`src/rtl/nsa_pkg.sv`:
```
// Shared types and constants for the nibble-serial adder.
package nsa_pkg;

    localparam int NIBBLE_W = 4;

    typedef enum logic [1:0] {
        IDLE = 2'd0,
        ADD  = 2'd1,
        DONE = 2'd2
    } nsa_state_t;

endpackage

```
`src/rtl/adder_4bit.sv`:
```
// Combinational 4-bit ripple adder with carry in/out; one nibble of the
// serial datapath.
module adder_4bit (
    input  logic [3:0] a,
    input  logic [3:0] b,
    input  logic       cin,
    output logic [3:0] s,
    output logic       cout
);

    logic [4:0] full;

    // Five-bit sum keeps the carry out alongside the nibble result.
    always_comb begin
        full = {1'b0, a} + {1'b0, b} + {4'b0000, cin};
        s    = full[3:0];
        cout = full[4];
    end

endmodule

```
`src/rtl/nibble_serial_adder.sv`:
```
// Multi-cycle wide adder: operands are accepted on a valid/ready handshake,
// then added one nibble per cycle (LSB first) through a single adder_4bit,
// with the carry held in a register between cycles.
// Optional macro NSA_SUBTRACT_EN adds op_sub (a - b) and ovf_signed.
module nibble_serial_adder
    import nsa_pkg::*;
#(
    parameter int NUM_NIBBLES = 4
) (
    input  logic                          clk,
    input  logic                          rst,
    input  logic                          in_valid,
    output logic                          in_ready,
    input  logic [NIBBLE_W*NUM_NIBBLES-1:0] op_a,
    input  logic [NIBBLE_W*NUM_NIBBLES-1:0] op_b,
    input  logic                          carry_in,
`ifdef NSA_SUBTRACT_EN
    input  logic                          op_sub,
    output logic                          ovf_signed,
`endif
    output logic                          out_valid,
    input  logic                          out_ready,
    output logic [NIBBLE_W*NUM_NIBBLES-1:0] sum,
    output logic                          carry_out
);

    localparam int W     = NIBBLE_W * NUM_NIBBLES;
    localparam int CNT_W = $clog2(NUM_NIBBLES);
    localparam logic [CNT_W-1:0] CNT_LAST = CNT_W'(NUM_NIBBLES - 1);

    nsa_state_t       state, state_nxt;
    logic [CNT_W-1:0] cnt;
    logic [W-1:0]     a_reg, b_reg, sum_reg;
    logic             c_reg;
    logic [W-1:0]     b_in;
    logic             c_in;
    logic             accept;
    logic [3:0]       nib_sum;
    logic             nib_cout;

    assign accept = (state == IDLE) && in_valid;

`ifdef NSA_SUBTRACT_EN
    logic a_msb, b_msb;

    // Subtraction is a + ~b + 1; the inversion is folded in at accept time.
    assign b_in = op_sub ? ~op_b : op_b;
    assign c_in = op_sub ? 1'b1 : carry_in;

    // Two's-complement overflow: operands agree in sign, result does not.
    assign ovf_signed = (a_msb == b_msb) && (sum_reg[W-1] != a_msb);

    // Operand sign bits captured at accept for the overflow flag.
    always_ff @(posedge clk or posedge rst) begin
        if (rst) begin
            a_msb <= 1'b0;
            b_msb <= 1'b0;
        end else if (accept) begin
            a_msb <= op_a[W-1];
            b_msb <= b_in[W-1];
        end
    end
`else
    assign b_in = op_b;
    assign c_in = carry_in;
`endif

    adder_4bit u_adder (
        .a    (a_reg[NIBBLE_W-1:0]),
        .b    (b_reg[NIBBLE_W-1:0]),
        .cin  (c_reg),
        .s    (nib_sum),
        .cout (nib_cout)
    );

    // State register.
    always_ff @(posedge clk or posedge rst) begin
        if (rst) begin
            state <= IDLE;
        end else begin
            state <= state_nxt;
        end
    end

    // Next-state and handshake outputs.
    always_comb begin
        state_nxt = state;
        in_ready  = 1'b0;
        out_valid = 1'b0;
        case (state)
            IDLE: begin
                in_ready = 1'b1;
                if (in_valid) begin
                    state_nxt = ADD;
                end
            end
            ADD: begin
                if (cnt == CNT_LAST) begin
                    state_nxt = DONE;
                end
            end
            DONE: begin
                out_valid = 1'b1;
                if (out_ready) begin
                    state_nxt = IDLE;
                end
            end
            default: begin
                state_nxt = IDLE;
            end
        endcase
    end

    // Operand shift registers, carry, nibble counter and result accumulator.
    // The result shifts in from the top, so after the last nibble sum_reg
    // holds the full sum and stays put through DONE and IDLE.
    always_ff @(posedge clk or posedge rst) begin
        if (rst) begin
            a_reg   <= '0;
            b_reg   <= '0;
            c_reg   <= 1'b0;
            cnt     <= '0;
            sum_reg <= '0;
        end else if (accept) begin
            a_reg <= op_a;
            b_reg <= b_in;
            c_reg <= c_in;
            cnt   <= '0;
        end else if (state == ADD) begin
            sum_reg <= {nib_sum, sum_reg[W-1:NIBBLE_W]};
            c_reg   <= nib_cout;
            a_reg   <= {{NIBBLE_W{1'b0}}, a_reg[W-1:NIBBLE_W]};
            b_reg   <= {{NIBBLE_W{1'b0}}, b_reg[W-1:NIBBLE_W]};
            cnt     <= cnt + CNT_W'(1);
        end
    end

    assign sum       = sum_reg;
    assign carry_out = c_reg;

endmodule

```
`config.mk`:
```
export PLATFORM = sky130hd
export DESIGN_NAME = nibble_serial_adder
export DESIGN_NICKNAME = d
export VERILOG_FILES = /design/src/rtl/nsa_pkg.sv /design/src/rtl/adder_4bit.sv /design/src/rtl/nibble_serial_adder.sv
export SDC_FILE = /design/constraint.sdc
export NUM_CORES = 1
export LEC_CHECK = 0
export CAP_MARGIN = 10
export CORE_ASPECT_RATIO = 0.75
export CORE_MARGIN = 2
export CORE_UTILIZATION = 51
export CTS_CLUSTER_DIAMETER = 50
export DETAILED_ROUTE_END_ITERATION = 8
export PLACE_DENSITY_LB_ADDON = 0.25
export SYNTH_ARGS = -nofsm -noshare
export SYNTH_HDL_FRONTEND = slang
export SYNTH_SLANG_ARGS = --single-unit
export TNS_END_PERCENT = 100
```
`constraint.sdc`:
```
create_clock -name clk -period 2.3 [get_ports clk]
set_clock_uncertainty 0.1 [all_clocks]
set_input_delay 0.46 -clock clk [delete_from_list [all_inputs] [get_ports clk]]
set_output_delay 0.46 -clock clk [all_outputs]
set_load 0.1 [all_outputs]
```
Word-level counts from Yosys, hierarchy flattened
Index checks and enable logic that the tools add are counted.
- memory bits (writable): 0
- memories: 0
- word-level logic and storage cells: 35
- latch bits: 0
- bits in registers: 53
- memory bits (read-only): 0
- order comparisons: 0
- $mul: 0
- shift operators: 0
- muxes and demuxes: 14
- reductions and logical operators: 5
- bitwise logic cells: 1
- divide/modulo/power cells: 0
- add/subtract/negate cells: 3
- eq/ne operators: 6
- operators by type and width (kind ; count):
    16-bit two-way mux ; 4
    2-bit two-way mux ; 5
    2-bit != test, second input constant ; 3
    2-bit one-hot mux with 3 select lines ; 1
    4-bit by 4-bit adder with 5-bit output ; 1
    5-bit by 1-bit adder with 5-bit output ; 1
    2-bit equality test, second input constant ; 2
    1-bit two-way mux ; 4
    3-bit AND reduction ; 1
    2-bit by 1-bit adder with 2-bit output, second input constant ; 1
    2-bit by 1-bit equality test with 1-bit output, second input constant ; 1
    2-bit zero test ; 1
    2-bit AND reduction ; 1
    2-bit nonzero test ; 1
    1-bit logical AND ; 1
    1-bit inverter ; 1

Logic depth before layout (Yosys ltp)
Gate-level depths: netlist (run 1).
- depth in word-level cells: 4
- mapped depth: 6
- mapped depth without buffers: 5

Cells and area by module
Synthesis (run 1) repeated with hierarchy kept, for this count alone.
- cell total of the unflattened synthesis: 275
- area, all modules: 2772.7 um2
- by module, submodules not included (module ; area each (um2) ; instances ; seq. area each (um2) ; cells an instance):
    nibble_serial_adder ; 2628.8 ; 1 ; 1326.3 ; 259
    adder_4bit ; 143.9 ; 1 ; 0.0 ; 16

Worst setup path before layout (run 1)
OpenSTA, ideal clock, no wires.
- path type: reg2out
- start: register state[0]
- end: output port out_valid
- data arrival time: 2008 ps
- cell stages (with the launch flop): 4
- path slack: -268 ps
- buffers on the path: 2
- data required time: 1740 ps
- path through: dfrtp_1 buf_4 buf_4 nor2b_1
- word-level cells in the longest chain between the ends: 2
- RTL lines (item ; line ; RTL):
    start: declaration ; nibble_serial_adder.sv:31 ; nsa_state_t state, state_nxt;
    start signal: assignment ; nibble_serial_adder.sv:81 ; state <= state_nxt;
    2-bit equality test ; nibble_serial_adder.sv:90 ; case (state)
    1-bit two-way mux ; nibble_serial_adder.sv:90 ;
    end: declaration ; nibble_serial_adder.sv:21 ; output logic out_valid,
No other way between the ends.

Worst setup path in the final report (run 1)
- start: register c_reg (netlist: carry_out)
- end: register c_reg (netlist: carry_out)
- word-level cells in the longest chain between the ends: 3
- RTL lines (item ; line ; RTL):
    start: declaration ; nibble_serial_adder.sv:34 ; logic c_reg;
    start signal: assignment ; nibble_serial_adder.sv:127 ; c_reg <= c_in;
    start signal: assignment ; nibble_serial_adder.sv:131 ; c_reg <= nib_cout;
    5-bit by 1-bit adder with 5-bit output ; adder_4bit.sv:15 ; full = {1'b0, a} + {1'b0, b} + {4'b0000, cin};
    1-bit two-way mux ; nibble_serial_adder.sv:129 ; end else if (state == ADD) begin
    1-bit two-way mux ; nibble_serial_adder.sv:124 ; end else if (accept) begin
No other way between the ends. The select of a mux whose other input is x is not followed.
A chain may end at the register's enable or synchronous reset.

==> results.cfg, run 1 <==
[global_routing]
track_usage_pct = 21.8
gr-total-overflow = 0
antenna_found_initial = 0
grt_pass1_wl_mm = 9.86
grt_max_degree = 54
first_global_vias = 2165

[die]
core_mm2 = 0.00495
start_util_pct = 53.4
dieArea_mm2 = 0.00578
chipHeight_um = 66.4
pin_count = 56
fp.dieW_um = 87.1
num_rows = 22

[yosys]
yosysUniqueCellTypes = 34
yosys.area.top_type_share_pct = 50.2
synth_ff_type = dfrtp_1
synthTopCellsByArea = dfrtp_1 50%, nand2_1 8.0%, a21oi_1 5.7%
avgSynthCellArea_um2 = 9.65
ys_seq_area_share_pct = 50.2
syn_inst = 274
yosys_register_bits = 53
synth_area_mm2 = 0.00264
async_reset_ff_share_pct = 100
synth_warnings = 0
synth_fp_nets = 317
synth-edff-count = 0
netlist.top_cell.by_area = dfrtp_1

[sta]
worst_slew_pin_slew_ns = 0.819
max_slew_margin_pct = 45.3
final-max-slew-violation-count = 0
fmax_mhz = 480
rsz0062_at_grt = no
setup_tns_ns = 0
setup_viol = 0
period_needed_ns = 2.08
fin_crit_sh_pct = 90.5
finalHoldViolCount = 0

[clock_tree]
cts_buffers = 5
clk_pin_slew_ns = 0.09
hold_buffers = 0
clk_latency_ns = 0.30
ctsRootBufferMaster = clkbuf_8
cts_setup_buffers = 0
cts_tree = done
ctsHtreeMaxLevel = 2
cts.sinks = 53
cts_resized = 0
cts.path.max_buffers = 2

[setup_path]
crit_fanout = 4
critPathLaunchType = flop
crit_type = reg2reg
end_kind = flop
cp_data_arrival_time_ns = 2.16
cp.required_ns = 2.38

[routing]
postRouteAntennaNets = 0
drt_iter0_drc = 169
via_count = 2125
via_per_inst = 5.48
wl_per_cell_um = 14.6
firstDrtPassIters = 4
drt-total-wl_mm = 5.65
drc_errors = 0

[finish]
nFillCells = 411
layout-drive-gt1-share_pct = 13.7
area_delta_synth_final_pct = 24.9
antenna_cells = 0
final_cell_mix = 56 x nand2_1, 52 x dfrtp_1, 36 x clkdlybuf4s50_1
final_cells = 388
layout_commonest_cell = nand2_1
finalNetCount = 370

[power]
ir_drop_uv = 557
powerDensity_mw_per_mm2 = 1530
cellLeakagePower_nw = 1.58

[placed_design]
io_buffers = 55
dpl.cell_count = 380
hpwlAfterDp_mm = 4.01
place_congestion = 0.751

[worst_hold_path]
hold_path_class = reg2reg

[flow_run]
maxCapViolCount = 0

[run_status]
outcome = completed
-- layer usage --
layer  up-vias  GRT usage (%)  wire, um
met2        72           36.4      2690
met3         5           4.74       354
met1      1003           29.0      2560
met5         -              0         0
met4         0           5.77        43
li1       1045              -         -
-- cell usage after synthesis (2+ instances only) --
cell	number
a21oi_1	30
o21ai_1	10
buf_2	6
inv_1	4
dfrtp_1	53
buf_4	4
buf_6	5
nand2_1	56
and2b_1	15
fa_1	2
a22o_1	5
o21ai_0	21
ha_1	4
a22oi_1	18
clkbuf_1	6
nor2b_1	11
nor2_1	2
and3b_1	6
-- logic make-up (layout without fill, tap and decap cells) --
| group | count (synthesis) | after routing | share of synthesized area, % |
|---|---|---|---|
| xor+xnor | 1 | 1 | 0.331 |
| compound gates | 89 | 89 | 20.0 |
| buf+inv | 25 | 79 | 5.82 |
| fa+ha+maj | 6 | 6 | 3.41 |
| flops | 53 | 53 | 50.2 |
| simple gates | 99 | 99 | 19.9 |
| mux | 1 | 1 | 0.379 |
-- worst paths after layout --
path / startpoint / end / slack [ns] / cells after the start
min in group asynchronous: rst / a_reg[14]$_DFFE_PP0P_ / 0.42 / 3
hold reg to reg: sum[3]$_DFFE_PP0P_ / sum[3]$_DFFE_PP0P_ / 0.38 / 2
setup / recovery: carry_out$_DFFE_PP0P_ / carry_out$_DFFE_PP0P_ / 0.22 / 5
max in group asynchronous: rst / carry_out$_DFFE_PP0P_ / 1.43 / 3
hold / removal: sum[3]$_DFFE_PP0P_ / sum[3]$_DFFE_PP0P_ / 0.38 / 2
setup reg to reg: carry_out$_DFFE_PP0P_ / carry_out$_DFFE_PP0P_ / 0.22 / 5
-- power breakdown --
group,total [mW],internal [mW],leakage (nW),switching (mW)
combinational,2.93,0.893,0.849,2.04
clock,0.502,0.212,0.0450,0.290
sequential,1.63,1.33,0.684,0.299
total,5.07,2.44,1.58,2.63
-- metrics by stage --
stage	cell area (um^2)	hold WS, ns	util [%]	power (mW)	setup slack [ns]
floorplan	2650	0.350	-	3.95	0.109
global placement	3220	0.360	65.0	4.52	0.278
detailed placement	3220	0.372	65.0	4.60	0.239
CTS	3300	0.392	66.6	5.10	0.221
global route	3300	0.416	66.6	5.44	0.106
finish	3300	0.384	66.6	5.07	0.219
-- final cells by class --
| type | instances | area, um^2 | area share, % |
|---|---|---|---|
| Inverter | 4 | 15.0 | 0.455 |
| Timing Repair Buffer | 67 | 631 | 19.1 |
| Tap cell | 60 | 75.1 | 2.27 |
| Multi-Input combinational cell | 196 | 1170 | 35.5 |
| Sequential cell | 53 | 1330 | 40.2 |
| Clock buffer | 6 | 72.6 | 2.20 |
| Clock inverter | 2 | 10.0 | 0.303 |
-- critical path: stages, from the launching register on --
cell and delay, ns:
dfrtp_2 0.44, fa_1 0.47, fa_1 0.43, a21o_1 0.17
a211oi_1 0.25, nor4_1 0.10
Note: power is estimated with default switching activity, not from simulation.
==> inputs of run 2 (changes only) <==
--- a/config.mk
+++ b/config.mk
@@ -8,7 +8,7 @@
 export CAP_MARGIN = 10
 export CORE_ASPECT_RATIO = 0.75
 export CORE_MARGIN = 2
-export CORE_UTILIZATION = 51
+export CORE_UTILIZATION = 41
 export CTS_CLUSTER_DIAMETER = 50
 export DETAILED_ROUTE_END_ITERATION = 8
 export PLACE_DENSITY_LB_ADDON = 0.25
==> run 2 against run 1 <==
Net effect:
- maximum frequency is 2.1% higher
- critical path depth stayed put
- final cell count is 5.2% higher
- clock power is 3% higher
- critical path type unchanged
==> results.cfg, run 2 (same netlist as run 1, synthesis figures left out) <==
[finish]
layout_commonest_cell = nand2_1
final_cell_mix = 56 x nand2_1, 52 x dfrtp_1, 36 x clkdlybuf4s50_1
layout-drive-gt1-share_pct = 13.5
nFillCells = 580
final_cells = 408
antenna_cells = 0
area_delta_synth_final_pct = 26.0
multi_input_area_mm2 = 0.00117
design_area_mm2 = 0.00333
regArea_mm2 = 0.00133
finalNetCount = 370

[sta]
finalHoldViolCount = 0
setup_viol = 0
fmax_mhz = 491
setup_tns_ns = 0
fin_crit_sh_pct = 88.6
final-max-slew-violation-count = 0
period_needed_ns = 2.04
worst_slew_pin_slew_ns = 0.764
rsz0062_at_grt = no
max_slew_margin_pct = 49.0

[die]
dieArea_mm2 = 0.00711
core_mm2 = 0.00626
fp.dieW_um = 96.7
start_util_pct = 42.3
num_rows = 25
pin_count = 56
chipHeight_um = 73.5

[clock_tree]
ctsRootBufferMaster = clkbuf_8
cts_buffers = 5
cts.sinks = 53
cts_resized = 0
cts.path.max_buffers = 2
cts_setup_buffers = 0
clk_latency_ns = 0.30
ctsHtreeMaxLevel = 2
clk_pin_slew_ns = 0.09
cts_tree = done
hold_buffers = 0

[routing]
postRouteAntennaNets = 0
drc_errors = 0
wl_per_cell_um = 14.1
drt-total-wl_mm = 5.76
via_per_inst = 5.15
via_count = 2102
drt_iter0_drc = 95
firstDrtPassIters = 4

[global_routing]
first_global_vias = 2079
gr-total-overflow = 0
grt_max_degree = 54
grt_pass1_wl_mm = 9.92
track_usage_pct = 17.2
antenna_found_initial = 0

[setup_path]
worstSetupStartpoint = carry_out$_DFFE_PP0P_
cp.required_ns = 2.38
r2r_slack_ns = 0.26
crit_type = reg2reg
timing.rr.start = carry_out$_DFFE_PP0P_
r2r_cells = 5
end_kind = flop
cp_data_arrival_time_ns = 2.12
critPathLaunchType = flop
crit_fanout = 4

[flow_run]
maxCapViolCount = 0

[power]
ir_drop_uv = 584
cellLeakagePower_nw = 1.58
powerDensity_mw_per_mm2 = 1530

[worst_hold_path]
min_delay_path_depth = 2
hold_path_class = reg2reg
hold_start = sum[1]$_DFFE_PP0P_

[placed_design]
hpwlAfterDp_mm = 4.08
place_congestion = 0.731
dpl.cell_count = 401
placed_area_mm2 = 0.00325
io_buffers = 55

[run_status]
outcome = completed
==> run 2: cell types whose count changed in the layout (fill, tap and decap cells not counted), sizes merged <==
cell,change
clkbuf,+1
clkinv,-2
==> run 2: final timing paths <==
check	endpoint
setup / recovery	carry_out$_DFFE_PP0P_
max in group asynchronous	carry_out$_DFFE_PP0P_
hold reg to reg	sum[1]$_DFFE_PP0P_
hold / removal	sum[1]$_DFFE_PP0P_
setup reg to reg	carry_out$_DFFE_PP0P_
min in group asynchronous	a_reg[12]$_DFFE_PP0P_
==> run 2: worst max-delay path, stage by stage, from the launching register on <==
cell and delay, ns:
dfrtp_2 0.44, fa_1 0.47, fa_1 0.41, a21o_1 0.17
a211oi_1 0.23, nor4_1 0.08
==> run 2: final cells by class <==
class                           count  area share, %
Sequential cell                    53           39.8
Clock buffer                        7           2.59
Multi-Input combinational cell    196           35.1
Inverter                            4          0.451
Tap cell                           81           3.04
Timing Repair Buffer               67           18.9
==> run 2: report_power, final <==
group          internal [mW]  switching [mW]
combinational          0.896            1.98
sequential              1.33           0.359
clock                  0.239           0.278
==> run 2: stage by stage <==
step                utilization (%)  hold WS, ns  setup slack [ns]  power [mW]
floorplan                         -        0.350             0.109        3.95
global placement               51.9        0.358             0.305        4.55
detailed placement             51.9        0.364             0.276        4.61
CTS                            53.3        0.387             0.243        5.14
global route                   53.3        0.409             0.185        5.48
finish                         53.3        0.383             0.261        5.09
==> run 2: layer usage <==
metal	share of wire [%]	vias to the layer above	wire, um	global-route usage, %
li1	-	1046	-	-
met1	50	1004	2870	23.6
met2	45	46	2590	28.0
met3	4.0	6	233	3.81
met4	1.1	0	62	4.38
met5	0	-	0	0
==> inputs of run 3 (changes only) <==
==> constraint.sdc (replaced) <==
create_clock -name clk -period 2.3 [get_ports clk]
set_clock_uncertainty 0.1 [all_clocks]
set_input_delay 0.46 -clock clk [delete_from_list [all_inputs] [get_ports clk]]
set_output_delay 0.46 -clock clk [all_outputs]
set_load 0.02 [all_outputs]
==> run 3 against run 2 <==
Net effect:
- wire length decreased by 0.62%
- clock-buffer cell count unchanged
- via count about the same
- first-iteration DRC count increased by 18%
- design area increased by 0.49%
- register-to-register slack about the same
- critical path type is now reg2out
- critical endpoint is now out_valid
==> results.cfg, run 3 (same netlist as run 1, synthesis figures left out) <==
[finish]
design_area_mm2 = 0.00335
final_cells = 408
finalNetCount = 370
layout-drive-gt1-share_pct = 6.73
final_cell_mix = 56 x nand2_1, 55 x clkdlybuf4s50_1, 53 x dfrtp_1
final_core_util_pct = 53.5
layout_commonest_cell = nand2_1
area_delta_synth_final_pct = 26.6
antenna_cells = 0

[clock_tree]
cts.sinks = 53
cts_tree = done
hold_buffers = 0
cts.path.max_buffers = 2
clk_pin_slew_ns = 0.08
cts_setup_buffers = 0
cts_resized = 0
ctsRootBufferMaster = clkbuf_8
cts_buffers = 5
clk_latency_ns = 0.30
ctsHtreeMaxLevel = 2

[sta]
rsz0062_at_grt = no
finalHoldViolCount = 0
whs_ns = 0.383
max_slew_margin_pct = 46.8
worst_slew_pin_slew_ns = 0.796
final-max-slew-violation-count = 0
setup_viol = 0
fmax_mhz = 483
fin_crit_sh_pct = 90.0
setup_tns_ns = 0
period_needed_ns = 2.07

[global_routing]
first_global_vias = 1998
grt_pass1_wl_mm = 9.67
gr-total-overflow = 0
track_usage_pct = 16.9
grt_max_degree = 54
antenna_found_initial = 0

[placed_design]
placed_area_mm2 = 0.00326
hpwlAfterDp_mm = 4.01
dpl.cell_count = 401
place_congestion = 0.750
io_buffers = 55

[setup_path]
path_delay_family = buffers and inverters
worst-path-buf-inv = 1
r2r_slack_ns = 0.26
end_kind = primary output
timing.rr.start = carry_out$_DFFE_PP0P_
critPathLaunchType = flop
cp_data_arrival_time_ns = 1.51
r2r_cells = 5
crit_path_cell_trace = nor2b_1, clkdlybuf4s50_1
crit_path_top_delay_cell = clkdlybuf4s50_1
cp.required_ns = 1.74
crit_fanout = 4
slowest_delay_ns = 0.62
crit_type = reg2out
r2r-end = carry_out$_DFFE_PP0P_

[die]
fp.dieW_um = 96.7
start_util_pct = 42.3
pin_count = 56
core_mm2 = 0.00626
chipHeight_um = 73.5
num_rows = 25
dieArea_mm2 = 0.00711

[routing]
via_per_inst = 5.15
via_count = 2100
firstDrtPassIters = 4
drc_errors = 0
wl_per_cell_um = 14.0
drt_iter0_drc = 112
drt-total-wl_mm = 5.73
postRouteAntennaNets = 0

[power]
switching_power_mw = 1.69
seqPwrFrac_pct = 38.9
clkPwrFrac_pct = 12.5
switching_share_pct = 40.6
cellLeakagePower_nw = 1.55
powerDensity_mw_per_mm2 = 1250
p_comb_share_pct = 48.6
ir_drop_uv = 518
p_int_mw = 2.48

[worst_hold_path]
min_delay_path_depth = 2
hold_start = sum[0]$_DFFE_PP0P_
whs_endpoint = sum[0]$_DFFE_PP0P_
hold_path_class = reg2reg

[run_status]
outcome = completed

[flow_run]
maxCapViolCount = 0
run 3: worst reg2reg max path, cell delays in order (launching register included):
cell and delay [ns]:
dfrtp_1 0.43, fa_1 0.49, fa_1 0.42, a21o_1 0.17, a211oi_1 0.24, nor4_1 0.08
run 3: how the worst max path moves through the flow:
stage	to	start	cells after the start	slack, ns
global route	out_valid	state[1]$_DFFE_PP0P_	2	0.13
floorplan	carry_out$_DFFE_PP0P_	carry_out$_DFFE_PP0P_	5	0.29
global placement	carry_out$_DFFE_PP0P_	carry_out$_DFFE_PP0P_	5	0.30
CTS	out_valid	state[1]$_DFFE_PP0P_	2	0.22
finish	out_valid	state[1]$_DFFE_PP0P_	2	0.23
detailed placement	a_reg[14]$_DFFE_PP0P_	in_valid	3	0.28
run 3: metrics by stage:
| step | total power [mW] | setup WS [ns] |
|---|---|---|
| 3_5_place_dp | 3.69 | 0.280 |
| 2_1_floorplan | 3.05 | 0.286 |
| 4_1_cts | 4.22 | 0.216 |
| 5_1_grt | 4.55 | 0.129 |
| 6_report | 4.17 | 0.230 |
| 3_3_place_gp | 3.63 | 0.297 |
run 3: layer usage:
| metal | track usage [%] | part of all wire [%] | up-vias |
|---|---|---|---|
| li1 | - | - | 1049 |
| met1 | 23.7 | 49 | 992 |
| met2 | 27.2 | 46 | 54 |
| met3 | 3.71 | 4.6 | 5 |
| met4 | 4.23 | 0.84 | 0 |
| met5 | 0 | 0 | - |
run 3: power groups by stage:
stage | Sequential [mW] | Combinational [mW] | Clock [mW]
6_report | 1.62 | 2.03 | 0.523
5_1_grt | 1.68 | 2.29 | 0.588
4_1_cts | 1.62 | 2.05 | 0.543
3_5_place_dp | 1.64 | 2.04 | 0
3_3_place_gp | 1.63 | 2.00 | 0
2_1_floorplan | 1.73 | 1.32 | 0
run 3: layout make-up:
class                           instances  area (um^2)
Sequential cell                        53         1330
Clock buffer                            7         86.3
Multi-Input combinational cell        196         1170
Inverter                                4         15.0
Fill cell                             592         2910
Tap cell                               81          101
Timing Repair Buffer                   67          653
